## src/rtl/fc_12_feeder.sv

```systemverilog
// Producer for fc_12: serializes packed weight words onto the 1-bit load port, streams
// 12-lane vectors, forwards results. Optional stall counter: define FC_FEED_STALL_CNT_EN.
module fc_12_feeder #(
    parameter int WEIGHT_BITS = 192,
    parameter int WW          = 8,
    parameter int LANES       = 12,
    parameter int DW          = 32,
    parameter int NUM_VECS    = 16,
    parameter int TIMEOUT     = 1024
) (
    input  logic                  clk,
    input  logic                  rst,
    input  logic                  start,
    output logic                  busy,
    output logic                  done,
    output logic                  err,
    input  logic [WW-1:0]         w_data,
    input  logic                  w_valid,
    output logic                  w_ready,
    input  logic [LANES*DW-1:0]   d_data,
    input  logic                  d_valid,
    output logic                  d_ready,
    output logic                  weight,
    output logic                  weight_en,
    output logic                  ivalid,
    output logic [DW-1:0]         din_0,
    output logic [DW-1:0]         din_1,
    output logic [DW-1:0]         din_2,
    output logic [DW-1:0]         din_3,
    output logic [DW-1:0]         din_4,
    output logic [DW-1:0]         din_5,
    output logic [DW-1:0]         din_6,
    output logic [DW-1:0]         din_7,
    output logic [DW-1:0]         din_8,
    output logic [DW-1:0]         din_9,
    output logic [DW-1:0]         din_10,
    output logic [DW-1:0]         din_11,
    input  logic                  ovalid,
    input  logic [DW-1:0]         dout,
    output logic                  res_valid,
    output logic [DW-1:0]         res_data
`ifdef FC_FEED_STALL_CNT_EN
    ,
    output logic [15:0]           stall_cnt
`endif
);

    localparam int BCW = $clog2(WEIGHT_BITS + 1);
    localparam int VCW = $clog2(NUM_VECS + 1);
    localparam int TW  = $clog2(TIMEOUT);
    localparam int SW  = (WW > 1) ? $clog2(WW) : 1;

    localparam logic [BCW-1:0] LAST_BIT = BCW'(WEIGHT_BITS - 1);
    localparam logic [SW-1:0]  LAST_IDX = SW'(WW - 1);
    localparam logic [VCW-1:0] VEC_MAX  = VCW'(NUM_VECS);
    localparam logic [TW-1:0]  TMO_LAST = TW'(TIMEOUT - 1);

    typedef enum logic [2:0] {IDLE, LOAD_W, STREAM, DRAIN, DONE} state_t;

    state_t         state;
    logic [BCW-1:0] bit_cnt;
    logic [VCW-1:0] vec_cnt;
    logic [TW-1:0]  timer;
    logic [WW-1:0]  sh;
    logic           f;
    logic [SW-1:0]  shift_idx;
    logic [DW-1:0]  lane [LANES];
    logic           w_hs;
    logic           d_hs;

    // Re-arm on the last bit of a word so the next word lands without a bubble.
    assign w_ready = (state == LOAD_W) &&
                     (!f || (shift_idx == LAST_IDX && bit_cnt < LAST_BIT));
    assign d_ready = (state == STREAM) && (vec_cnt < VEC_MAX);
    assign w_hs    = w_valid && w_ready;
    assign d_hs    = d_valid && d_ready;

    always_ff @(posedge clk) begin
        if (rst) begin
            state     <= IDLE;
            bit_cnt   <= '0;
            vec_cnt   <= '0;
            timer     <= '0;
            sh        <= '0;
            f         <= 1'b0;
            shift_idx <= '0;
            busy      <= 1'b0;
            done      <= 1'b0;
            err       <= 1'b0;
            weight    <= 1'b0;
            weight_en <= 1'b0;
            ivalid    <= 1'b0;
            for (int unsigned k = 0; k < LANES; k++) lane[k] <= '0;
        end else begin
            done      <= 1'b0;
            weight_en <= 1'b0;
            ivalid    <= 1'b0;
            case (state)
                IDLE: begin
                    if (start) begin
                        state     <= LOAD_W;
                        busy      <= 1'b1;
                        bit_cnt   <= '0;
                        vec_cnt   <= '0;
                        err       <= 1'b0;
                        f         <= 1'b0;
                        shift_idx <= '0;
                    end
                end
                LOAD_W: begin
                    if (f) begin
                        weight    <= sh[WW-1];
                        weight_en <= 1'b1;
                        sh        <= sh << 1;
                        bit_cnt   <= bit_cnt + 1'b1;
                        shift_idx <= shift_idx + 1'b1;
                        if (bit_cnt == LAST_BIT) begin
                            state <= STREAM;
                            f     <= 1'b0;
                        end else if (shift_idx == LAST_IDX) begin
                            shift_idx <= '0;
                            if (w_hs) sh <= w_data;
                            else      f  <= 1'b0;
                        end
                    end else if (w_hs) begin
                        sh        <= w_data;
                        f         <= 1'b1;
                        shift_idx <= '0;
                    end
                end
                STREAM: begin
                    if (d_hs) begin
                        for (int unsigned k = 0; k < LANES; k++) lane[k] <= d_data[k*DW +: DW];
                        ivalid  <= 1'b1;
                        vec_cnt <= vec_cnt + 1'b1;
                    end
                    // Count already full: this cycle carries the last ivalid beat.
                    if (vec_cnt == VEC_MAX) begin
                        state <= DRAIN;
                        timer <= '0;
                    end
                end
                DRAIN: begin
                    timer <= timer + 1'b1;
                    if (ovalid) begin
                        state <= DONE;
                        done  <= 1'b1;
                    end else if (timer == TMO_LAST) begin
                        state <= DONE;
                        done  <= 1'b1;
                        err   <= 1'b1;
                    end
                end
                DONE: begin
                    state <= IDLE;
                    busy  <= 1'b0;
                end
                default: begin
                    state <= IDLE;
                    busy  <= 1'b0;
                end
            endcase
        end
    end

    always_ff @(posedge clk) begin
        if (rst) begin
            res_valid <= 1'b0;
            res_data  <= '0;
        end else begin
            res_valid <= ovalid;
            if (ovalid) res_data <= dout;
        end
    end

`ifdef FC_FEED_STALL_CNT_EN
    always_ff @(posedge clk) begin
        if (rst) begin
            stall_cnt <= '0;
        end else if (state == IDLE && start) begin
            stall_cnt <= '0;
        end else if (((w_ready && !w_valid) || (d_ready && !d_valid)) && stall_cnt != 16'hFFFF) begin
            stall_cnt <= stall_cnt + 16'd1;
        end
    end
`endif

    assign din_0  = lane[0];
    assign din_1  = lane[1];
    assign din_2  = lane[2];
    assign din_3  = lane[3];
    assign din_4  = lane[4];
    assign din_5  = lane[5];
    assign din_6  = lane[6];
    assign din_7  = lane[7];
    assign din_8  = lane[8];
    assign din_9  = lane[9];
    assign din_10 = lane[10];
    assign din_11 = lane[11];

endmodule

```

## config.mk

```make
export PLATFORM = sky130hd
export DESIGN_NAME = fc_12_feeder
export DESIGN_NICKNAME = d
export VERILOG_FILES = /design/src/rtl/fc_12_feeder.sv
export SDC_FILE = /design/constraint.sdc
export NUM_CORES = 1
export LEC_CHECK = 0
export BUFFER_PORTS_ARGS = -buffer_cell sky130_fd_sc_hd__buf_2
export CAP_MARGIN = 40
export CORE_AREA = 2 2 333 335
export CTS_CLUSTER_DIAMETER = 100
export DETAILED_ROUTE_END_ITERATION = 10
export DIE_AREA = 0 0 335 337
export GPL_ROUTABILITY_DRIVEN = 0
export PLACE_DENSITY_LB_ADDON = 0.12
export SYNTH_ARGS = -nofsm -noshare
export SYNTH_HDL_FRONTEND = slang
export SYNTH_SLANG_ARGS = --single-unit
```

## constraint.sdc

```tcl
create_clock -name clk -period 14.4 [get_ports clk]
set_input_delay 0 -clock clk [delete_from_list [all_inputs] [get_ports clk]]
set_output_delay 0 -clock clk [all_outputs]
set_load 0.05 [all_outputs]
```

==> flow_summary_export.csv <==
group,metric,value,unit
outcome,status,"completed",
logic_synthesis,yosysMostFrequentCell,"edfxtp_1",
critical_path,worstPathRequired,14.90,ns
logic_synthesis,synth_cells,1170,
global_routing,grt_pass1_vias,15232,
place,place_ws,10.40,ns
sta,slew_headroom,0.315,
critical_path,end_kind,"flop",
sta,fin_setup_tns,0,ns
route,num_vias,14393,
route,first_pass_iters,4,
route,ant_nets,0,
finish,fin_nets,2981,
critical_path,arrival,4.37,ns
place,place_area,23500,sq um
run,cap_violations,0,
logic_synthesis,async_flop_share,0,
power_and_ir_drop,power_density,121,nW/um^2
clock_network,worstSkewPairLatency,0.63,ns
sta,skew,0.0155,ns
route,avgViaCountPerCell,3.57,
critical_path,critPathMaxFanout,95,
sta,layout_setup_ws,10.53,ns
logic_synthesis,synth_seq_cells,461,
power_and_ir_drop,report.power.total,3.71,mW
critical_path,cp-start-kind,"flop",
logic_synthesis,yosys_most_used_dff,"edfxtp_1",
logic_synthesis,synth_common_cells,"384 x edfxtp_1, 322 x and2_1, 77 x dfxtp_1",
sta,worst-slew-pin-transition,1.03,ns
critical_path,cp_common_cell,"buf_4",
clock_network,cts_buffer_depth,3,
critical_path,cp_top_family,"simple AND/OR/NAND/NOR gates",
global_routing,grt_max_degree,146,
sta,drv_slew,0,
global_routing,antenna_found_initial,8,
logic_synthesis,yosys-top-cells-area,"edfxtp_1 66%, and2_1 12%, dfxtp_1 8.8%, nor2b_1 2.4%, mux2i_1 1.9%",
clock_network,clock-sinks,461,
route,wl_per_cell,17.6,microns
floorplan,core_area,110000,sq um
finish,fin_area,30500,sq um
logic_synthesis,syn-num-nets,1606,
floorplan,dieWidth,335,microns
sta,rsz0062_at_grt,"no",
place,io_buffers,854,
global_routing,grt_usage,0.119,
clock_network,cts_made_buffers,60,
floorplan,die_h,337,microns
clock_network,cts-resized-gates,0,
power_and_ir_drop,max-vdd-ir-drop,79.9,uV
route,drt_iter0_drc,559,
power_and_ir_drop,p_leak,13.2,nW
place,hpwl,51200,microns
critical_path,critPathMaxStageDelay,0.75,ns
logic_synthesis,ys_types,54,
clock_network,clk_pin_slew,0.06,ns
floorplan,num_rows,122,
sta,hold_viol,0,
logic_synthesis,yosysWarnings,0,
clock_network,cts-htree-levels,2,
finish,syn_to_final_growth,74.8,%
logic_synthesis,yosysTopAreaCellShare,0.660,
finish,nFillCells,11572,
sta,setup_viol,0,
critical_path,worstSetupPathType,"reg2reg",
clock_network,cts_tree,"done",
critical_path,crit_chain,"nor4b_4, nand2_1, nor2_4, buf_4, buf_4, and2_1",
logic_synthesis,synth-edff-count,384,
floorplan,die_area,113000,sq um
floorplan,start_util,0.159,
critical_path,cp_num_buf_inv,2,
min_path,worstHoldPathType,"in2reg",
critical_path,slowest_stage,"buf_4",
sta,fmax,0.258,GHz
logic_synthesis,synth_area_leader_cell,"edfxtp_1",
sta,min_period_over_period,0.269,
logic_synthesis,seq_area_frac_synth,0.748,
route,drc,0,
finish,layout-drive-gt1-share,0.374,
floorplan,ios,855,
sta,period_needed,3.87,ns
clock_network,hold_buffers,508,
clock_network,root_buffer,"clkbuf_16",
global_routing,grt_overflow_total,0,
global_routing,grt_pass1_wl,100000,microns
logic_synthesis,syn-cell-area,17500,sq um
clock_network,postCtsSetupBuffers,0,
route,wirelength,70800,microns
logic_synthesis,postSynthAreaPerCell,14.9,sq um
==> tightest hold or removal path, stage by stage <==
cell           delay, ns
dlygate4sd3_1       0.52
buf_2               0.09
and2_1              0.10
==> report_power, final <==
group          switching (mW)  leakage [nW]  internal [mW]  total [mW]
registers              0.0285          4.59           1.53        1.55
clock network           0.623         0.985          0.898        1.52
logic                   0.414          7.61          0.214       0.629
==> flip-flops by register name, summed over array words and instances (netlist names) <==
register	flops
bit_cnt	8
busy	1
done	1
err	1
f	1
ivalid	1
lane	384
res_data	32
res_valid	1
sh	8
shift_idx	3
state	3
timer	10
vec_cnt	5
weight	1
weight_en	1
==> per-stage QoR <==
step / hold slack [ns] / std cells / util
6_report: 0.182 / 4027 / 0.279
5_1_grt: 0.136 / 4025 / 0.279
4_1_cts: 0.105 / 4023 / 0.279
3_5_place_dp: 0.240 / 3401 / 0.214
3_3_place_gp: 0.234 / 3396 / 0.213
2_1_floorplan: 0.147 / 1170 / -
==> area by class of cell <==
type                    instances  area [sq um]  share of cell area
diodes                          4          10.0            0.000328
clock buffers                  78          1650              0.0540
clock inverters                36           330              0.0108
inverters                       9          33.8             0.00111
multi-input cells             638          4100               0.134
flip-flops and latches        461         13100               0.428
well taps                    1426          1780              0.0584
repair buffers               1375          9560               0.313
==> final timing paths <==
kind	start	to	slack, ns	depth (start not counted)
hold / removal	d_data[110]	lane[0][110]$_SDFFCE_PN0P_	0.18	3
hold reg to reg	weight$_SDFFE_PP0P_	weight$_SDFFE_PP0P_	0.46	2
setup reg to reg	state[1]$_SDFFE_PP0P_	lane[0][85]$_SDFFCE_PN0P_	10.53	6
setup / recovery	state[1]$_SDFFE_PP0P_	lane[0][85]$_SDFFCE_PN0P_	10.53	6
==> layout by cell type, fill, tap and decap left out, types with 4 or more instances in the layout <==
cell           Yosys  layout
nor3_1             7       7
diode_2            0       4
clkbuf_1          22      11
clkinv_1           1      11
buf_2             39     853
inv_1              8       8
mux2i_1           34      34
nand2_1           20      19
buf_4              0       8
clkinv_2           0      13
nor2b_1           66      66
nor4_1             9       9
a2111oi_0         14      14
and2_1           322     322
ha_1               6       6
nand3_1            8       8
a211oi_1           4       4
edfxtp_1         384     384
clkbuf_8           0       6
dfxtp_1           77      77
xnor2_1            7       7
clkbuf_16          0      61
bufinv_16          0       5
buf_16             0       4
o21ai_0            9       9
nor2_1            66      66
dlygate4sd3_1      0     508
a311oi_1           4       4
a21oi_1           14      14
==> kinds of logic (layout without fill, tap and decap cells) <==
family | count (synthesis) | count (layout) | share of synthesized area
adders and majority gates | 6 | 6 | 0.00430
other | 0 | 4 | 0
AOI/OAI and AO/OA | 66 | 66 | 0.0275
xor gates and xnor gates | 8 | 8 | 0.00401
muxes | 34 | 34 | 0.0195
DFF | 461 | 461 | 0.748
and+or+nand+nor | 524 | 524 | 0.179
buffers and inverters | 71 | 1498 | 0.0180
==> layer usage <==
layer | up-vias | wire (microns) | global-route usage
li1 | 6909 | - | -
met1 | 6816 | 27600 | 0.133
met2 | 567 | 35000 | 0.207
met3 | 97 | 6410 | 0.0468
met4 | 4 | 1820 | 0.0346
met5 | - | 27 | 0
Power figures use the tool's default switching activity.
